$ cat src/rtl/mem_arbiter.sv
// mem_arbiter: single-port memory arbiter and sequencer shared by the
// instruction-fetch path and the load/store path of the multicycle core.
// One transaction is outstanding at a time. Each transaction takes
// MEM_LATENCY+2 cycles from grant to response pulse.
//
// Configuration macro:
//   MEM_ARB_RR_EN  defined   -> round-robin arbitration on a tie. The pointer
//                               starts at "last = fetch", so the first tie
//                               after reset goes to data.
//   MEM_ARB_RR_EN  undefined -> fixed priority, data beats fetch.
module mem_arbiter #(
  parameter int ADDR_WIDTH  = 16,
  parameter int DATA_WIDTH  = 16,
  parameter int MEM_LATENCY = 2    // legal range >= 1
) (
  input  logic                  clk,
  input  logic                  reset,
  // fetch port
  input  logic                  if_req,
  input  logic [ADDR_WIDTH-1:0] if_addr,
  output logic                  if_gnt,
  output logic                  if_rvalid,
  output logic [DATA_WIDTH-1:0] if_rdata,
  // load/store port
  input  logic                  d_req,
  input  logic                  d_we,
  input  logic [ADDR_WIDTH-1:0] d_addr,
  input  logic [DATA_WIDTH-1:0] d_wdata,
  output logic                  d_gnt,
  output logic                  d_rvalid,
  output logic [DATA_WIDTH-1:0] d_rdata,
  // memory side
  output logic                  mem_en,
  output logic                  mem_we,
  output logic [ADDR_WIDTH-1:0] mem_addr,
  output logic [DATA_WIDTH-1:0] mem_wdata,
  input  logic [DATA_WIDTH-1:0] mem_rdata
);

  // The latency counter must hold MEM_LATENCY-1. It is reloaded only in ISSUE.
  localparam int              CNT_W    = $clog2(MEM_LATENCY + 1);
  localparam logic [CNT_W-1:0] CNT_LOAD = CNT_W'(MEM_LATENCY - 1);
  localparam logic [CNT_W-1:0] CNT_ZERO = {CNT_W{1'b0}};
  localparam logic [CNT_W-1:0] CNT_ONE  = CNT_W'(1);

  localparam logic OWN_FETCH = 1'b0;
  localparam logic OWN_DATA  = 1'b1;

  typedef enum logic [1:0] {
    IDLE  = 2'd0,
    ISSUE = 2'd1,
    WAIT  = 2'd2,
    DONE  = 2'd3
  } state_t;

  state_t                  state_r;
  state_t                  state_nxt_s;
  logic [CNT_W-1:0]        cnt_r;
  logic                    owner_r;     // which port owns the transaction in flight
  logic                    we_r;        // in-flight transaction is a store
  logic                    mem_en_r;
  logic                    mem_we_r;
  logic [ADDR_WIDTH-1:0]   mem_addr_r;
  logic [DATA_WIDTH-1:0]   mem_wdata_r;
  logic                    if_rvalid_r;
  logic                    d_rvalid_r;
  logic [DATA_WIDTH-1:0]   if_rdata_r;
  logic [DATA_WIDTH-1:0]   d_rdata_r;

  logic                    arb_point_s;
  logic                    if_gnt_s;
  logic                    d_gnt_s;
  logic                    any_gnt_s;
  logic                    wait_done_s;

`ifdef MEM_ARB_RR_EN
  logic                    last_data_r; // 1 = data was granted most recently
`endif

  assign arb_point_s = (state_r == IDLE) || (state_r == DONE);
  assign wait_done_s = (state_r == WAIT) && (cnt_r == CNT_ZERO);
  assign any_gnt_s   = if_gnt_s | d_gnt_s;

  // Combinational grant. Grants happen only at arbitration points and never
  // while reset is asserted, because nothing would be latched in that cycle.
  always_comb begin
    if_gnt_s = 1'b0;
    d_gnt_s  = 1'b0;
    if (arb_point_s && !reset) begin
`ifdef MEM_ARB_RR_EN
      if (d_req && if_req) begin
        if (last_data_r) begin
          if_gnt_s = 1'b1;
        end else begin
          d_gnt_s  = 1'b1;
        end
      end else begin
        d_gnt_s  = d_req;
        if_gnt_s = if_req;
      end
`else
      if (d_req) begin
        d_gnt_s = 1'b1;
      end else if (if_req) begin
        if_gnt_s = 1'b1;
      end else begin
        if_gnt_s = 1'b0;
        d_gnt_s  = 1'b0;
      end
`endif
    end else begin
      if_gnt_s = 1'b0;
      d_gnt_s  = 1'b0;
    end
  end

  // Next-state logic for the sequencer.
  always_comb begin
    state_nxt_s = state_r;
    case (state_r)
      IDLE, DONE: begin
        if (any_gnt_s) begin
          state_nxt_s = ISSUE;
        end else begin
          state_nxt_s = IDLE;
        end
      end
      ISSUE: state_nxt_s = WAIT;
      WAIT: begin
        if (cnt_r == CNT_ZERO) begin
          state_nxt_s = DONE;
        end else begin
          state_nxt_s = WAIT;
        end
      end
      default: state_nxt_s = IDLE;
    endcase
  end

  // State register. Reset abandons any transaction in flight.
  always_ff @(posedge clk) begin
    if (reset) begin
      state_r <= IDLE;
    end else begin
      state_r <= state_nxt_s;
    end
  end

  // Latency counter. It is loaded in ISSUE and counts down in WAIT. It stops at zero.
  always_ff @(posedge clk) begin
    if (reset) begin
      cnt_r <= CNT_ZERO;
    end else if (state_r == ISSUE) begin
      cnt_r <= CNT_LOAD;
    end else if ((state_r == WAIT) && (cnt_r != CNT_ZERO)) begin
      cnt_r <= cnt_r - CNT_ONE;
    end else begin
      cnt_r <= cnt_r;
    end
  end

  // Latch the owner and request details at grant. mem_en/mem_we are strobed
  // for exactly the ISSUE cycle that follows the grant.
  always_ff @(posedge clk) begin
    if (reset) begin
      owner_r     <= OWN_FETCH;
      we_r        <= 1'b0;
      mem_en_r    <= 1'b0;
      mem_we_r    <= 1'b0;
      mem_addr_r  <= {ADDR_WIDTH{1'b0}};
      mem_wdata_r <= {DATA_WIDTH{1'b0}};
    end else begin
      mem_en_r <= any_gnt_s;
      mem_we_r <= d_gnt_s & d_we;
      if (d_gnt_s) begin
        owner_r     <= OWN_DATA;
        we_r        <= d_we;
        mem_addr_r  <= d_addr;
        mem_wdata_r <= d_wdata;
      end else if (if_gnt_s) begin
        owner_r     <= OWN_FETCH;
        we_r        <= 1'b0;
        mem_addr_r  <= if_addr;
        mem_wdata_r <= mem_wdata_r;
      end else begin
        owner_r     <= owner_r;
        we_r        <= we_r;
        mem_addr_r  <= mem_addr_r;
        mem_wdata_r <= mem_wdata_r;
      end
    end
  end

  // Capture read data on the last WAIT cycle. The response pulse lands in DONE.
  always_ff @(posedge clk) begin
    if (reset) begin
      if_rvalid_r <= 1'b0;
      d_rvalid_r  <= 1'b0;
      if_rdata_r  <= {DATA_WIDTH{1'b0}};
      d_rdata_r   <= {DATA_WIDTH{1'b0}};
    end else begin
      if_rvalid_r <= wait_done_s && (owner_r == OWN_FETCH);
      d_rvalid_r  <= wait_done_s && (owner_r == OWN_DATA);
      if (wait_done_s && (owner_r == OWN_FETCH)) begin
        if_rdata_r <= mem_rdata;
      end else begin
        if_rdata_r <= if_rdata_r;
      end
      if (wait_done_s && (owner_r == OWN_DATA) && !we_r) begin
        d_rdata_r <= mem_rdata;
      end else begin
        d_rdata_r <= d_rdata_r;
      end
    end
  end

`ifdef MEM_ARB_RR_EN
  // Round-robin pointer. It records which port received the most recent grant.
  always_ff @(posedge clk) begin
    if (reset) begin
      last_data_r <= 1'b0;
    end else if (d_gnt_s) begin
      last_data_r <= 1'b1;
    end else if (if_gnt_s) begin
      last_data_r <= 1'b0;
    end else begin
      last_data_r <= last_data_r;
    end
  end
`endif

  assign if_gnt    = if_gnt_s;
  assign d_gnt     = d_gnt_s;
  assign if_rvalid = if_rvalid_r;
  assign d_rvalid  = d_rvalid_r;
  assign if_rdata  = if_rdata_r;
  assign d_rdata   = d_rdata_r;
  assign mem_en    = mem_en_r;
  assign mem_we    = mem_we_r;
  assign mem_addr  = mem_addr_r;
  assign mem_wdata = mem_wdata_r;

endmodule
$ cat config.mk
export PLATFORM = sky130hd
export DESIGN_NAME = mem_arbiter
export DESIGN_NICKNAME = d
export VERILOG_FILES = /design/src/rtl/mem_arbiter.sv
export SDC_FILE = /design/constraint.sdc
export NUM_CORES = 1
export LEC_CHECK = 0
export ABC_AREA = 1
export CAP_MARGIN = 40
export CORE_ASPECT_RATIO = 0.5
export CORE_UTILIZATION = 37
export DETAILED_ROUTE_END_ITERATION = 8
export GPL_TIMING_DRIVEN = 0
export PLACE_DENSITY = 0.73
export SYNTH_ARGS = -nofsm -noshare
export SYNTH_HDL_FRONTEND = slang
export SYNTH_SLANG_ARGS = --single-unit
$ cat constraint.sdc
create_clock -name clk -period 4 [get_ports clk]
set_clock_uncertainty 0.05 [all_clocks]
set_input_delay 0.8 -clock clk [delete_from_list [all_inputs] [get_ports clk]]
set_output_delay 0.8 -clock clk [all_outputs]
set_load 0.02 [all_outputs]
==> results.toml <==
[power_and_ir_drop]
power_leakage_nw = 2.138
power.internal_mw = 2.010
pwr-share-clk = 0.258
p_sw_mw = 1.111
total_power_mw = 3.121
power.density_mw_per_mm2 = 652.6
combPwrFrac = 0.409
power_frac_seq = 0.333
p_sw_frac = 0.3559
irDropWorstVdd_v = 0.0002983

[detailed_routing]
drc = 0
avgViaCountPerCell = 4.405
first_iter_violations = 169
wl_per_cell_um = 11.64
via_count = 2956
antenna_left = 0
routed_wl_um = 7810
dr.pass1.iters = 4

[global_route]
grt_pass1_vias = 2643
overflow = 0
grtUsageMet3 = 0.06352
grt_pass1_wl_um = 12720
busiest_layer = "met2"
track_usage = 0.1966
antenna_found_initial = 0
met2_usage = 0.3230
grt_max_degree = 15
grt_use_met1 = 0.2400

[hold_path]
worstHoldPathType = "reg2reg"
worstHoldStart = "mem_wdata[7]"
min_to = "mem_wdata[7]"
worstHoldPathCells = 2

[clock_tree]
cts_setup_buffers = 0
cts-root-buf = "clkbuf_16"
cts_num_sinks = 74
cts_tree = "yes"
cts_buffers = 9
ctsHoldBuffers = 0
clk_latency_ps = 330
h-tree-depth = 3
cts.clk_slew.worst_paths_ps = 60
clk_path_buf_depth = 2
post_cts_resized = 0

[place]
io_buffer_count = 138
place_area_mm2 = 0.004478
gp_congestion = 0.7783
dp_slack_ps = 462.5
place_hpwl_um = 5783
placed_cells = 655

[final_layout]
area_growth_pct = 61.47
antenna_cells = 0
finalNonFillerCells = 671
drive_above_1_share = 0.07638
postLayoutCellArea_mm2 = 0.004782
layout.nets = 630
fin_util = 0.6340

[yosys]
synth_top_family_by_area = "simple AND/OR/NAND/NOR gates"
synth.area.mux_share = 0
synth_compound_area_frac = 0.06084
yosysMostFrequentCell = "nor2_1"
ys_async_sr_fraction = 0
yosys_warnings = 0
synthSimpleGateAreaFrac = 0.3502
synth_edf_count = 0
synthCells = 409
synthXorXnorAreaFrac = 0
ys.flop_type = "dfxtp_1"
ys_types = 20
syn_area_mm2 = 0.002962
ys_seq_area_frac = 0.5002
synth.largest_area_cell = "dfxtp_1"
postSynthAreaPerCell_um2 = 7.241
synth_fa_ha_area_frac = 0.01267
synthTopCellsByArea = "dfxtp_1, nor2_1, nand2_1, o21ai_0, nand3b_1"
syn_nets = 481
synthTopCellsByCount = "nor2_1, nand2_1, dfxtp_1"
synth_top_area_frac = 0.5002
ys_ff_latch = 74

[die]
start_util = 0.3927
rows = 22
die_h_um = 65.27
core_area_mm2 = 0.007542
ios = 139
die_area_mm2 = 0.008388
die_w_um = 128.5

[timing]
fin_ws_ps = 480.4
timing.final.crit_share = 0.8799
setup_tns_ps = 0
slew_violations = 0
max_freq_mhz = 284.1
hold_viol = 0
rsz0062_at_grt = "false"
slew_headroom = 0.6808
worst_hold_slack_ps = 409.4
min_period_ps = 3520
worst_pin_slew_ps = 478.9
setup_viol = 0

[setup_path]
r2r_end = "if_rdata[11]"
crit_required_ps = 3150
start_kind = "input pin"
worstSetupEndpointType = "primary output"
rrSetupSlack_ps = 2330
cp_max_fo = 10
worstSetupPathType = "in2out"
r2r_cells = 8
crit_arrival_ps = 2670
cpPeakStageDelay_ps = 630
r2r_start = "cnt_r[0]"
critical-path-slowest-cell = "clkdlybuf4s50_1"
crit_chain = "clkdlybuf4s50_1 > inv_2 > nand3_4 > inv_2 > buf_2 > clkdlybuf4s50_1"

[flow_run]
cap_violations = 0

[run_status]
status = "completed"
## power by group through the flow
stage                     clock network (mW)  registers (mW)  logic [mW]
after global routing                   0.854            1.06        1.40
final                                  0.806            1.04        1.28
after detailed placement                   0            1.05        1.28
after floorplan                            0            1.27       0.499
after CTS                              0.826            1.04        1.29
after global placement                     0            1.05        1.27
## cell usage in the layout, fill, tap and decap left out, types with 4 or more instances in the layout
cell and n:
nand3b_1 16, inv_1 23, dfxtp_1 74, nor2_1 120, o21ai_0 32, clkdlybuf4s50_1 138
clkbuf_16 9, nand2_1 87, inv_2 5, buf_2 15, clkbuf_1 4, nand3_1 19
## cells by family after synthesis
logic type | count (synthesis)
flip-flops | 74
adder cells (fa/ha/maj) | 3
AND/OR/NAND/NOR | 247
AO/OA/AOI/OAI | 35
buffers and inverters | 50
## sequential cells by signal (all words and copies together) (netlist names)
signal     flops
if_rdata      16
mem_addr      16
state_r        2
if_rvalid      1
cnt_r          2
mem_en         1
mem_wdata     16
we_r           1
mem_we         1
d_rvalid       1
d_rdata       16
owner_r        1
## metal layers
layer / wire length [um] / up-vias
met5: 0 / -
met4: 156 / 0
met3: 499 / 14
met2: 3499 / 81
met1: 3655 / 1293
li1: - / 1568
## worst max-delay path, delay by kind of cell
| family | cells | cell delay (ps) |
|---|---|---|
| buf+inv | 5 | 1760 |
| simple gates | 1 | 110 |
## worst max path at each step
stage                from     end  depth (start not counted)
finish              reset   d_gnt                          6
floorplan           reset  if_gnt                          4
detailed placement  reset   d_gnt                          6
global placement    reset   d_gnt                          6
global route        reset   d_gnt                          6
CTS                 reset   d_gnt                          6
## cell type report
| cell class | instances | area [um^2] |
|---|---|---|
| plain buffers | 22 | 120.1 |
| inverters | 28 | 105.1 |
| flip-flops and latches | 74 | 1481 |
| clock buffers | 9 | 225.2 |
| well taps | 108 | 135.1 |
| multi-input cells | 285 | 1255 |
| fillers | 724 | 2760 |
| repair buffers | 138 | 1381 |
| clock inverters | 7 | 78.83 |
Note: power is estimated with default switching activity, not from simulation.
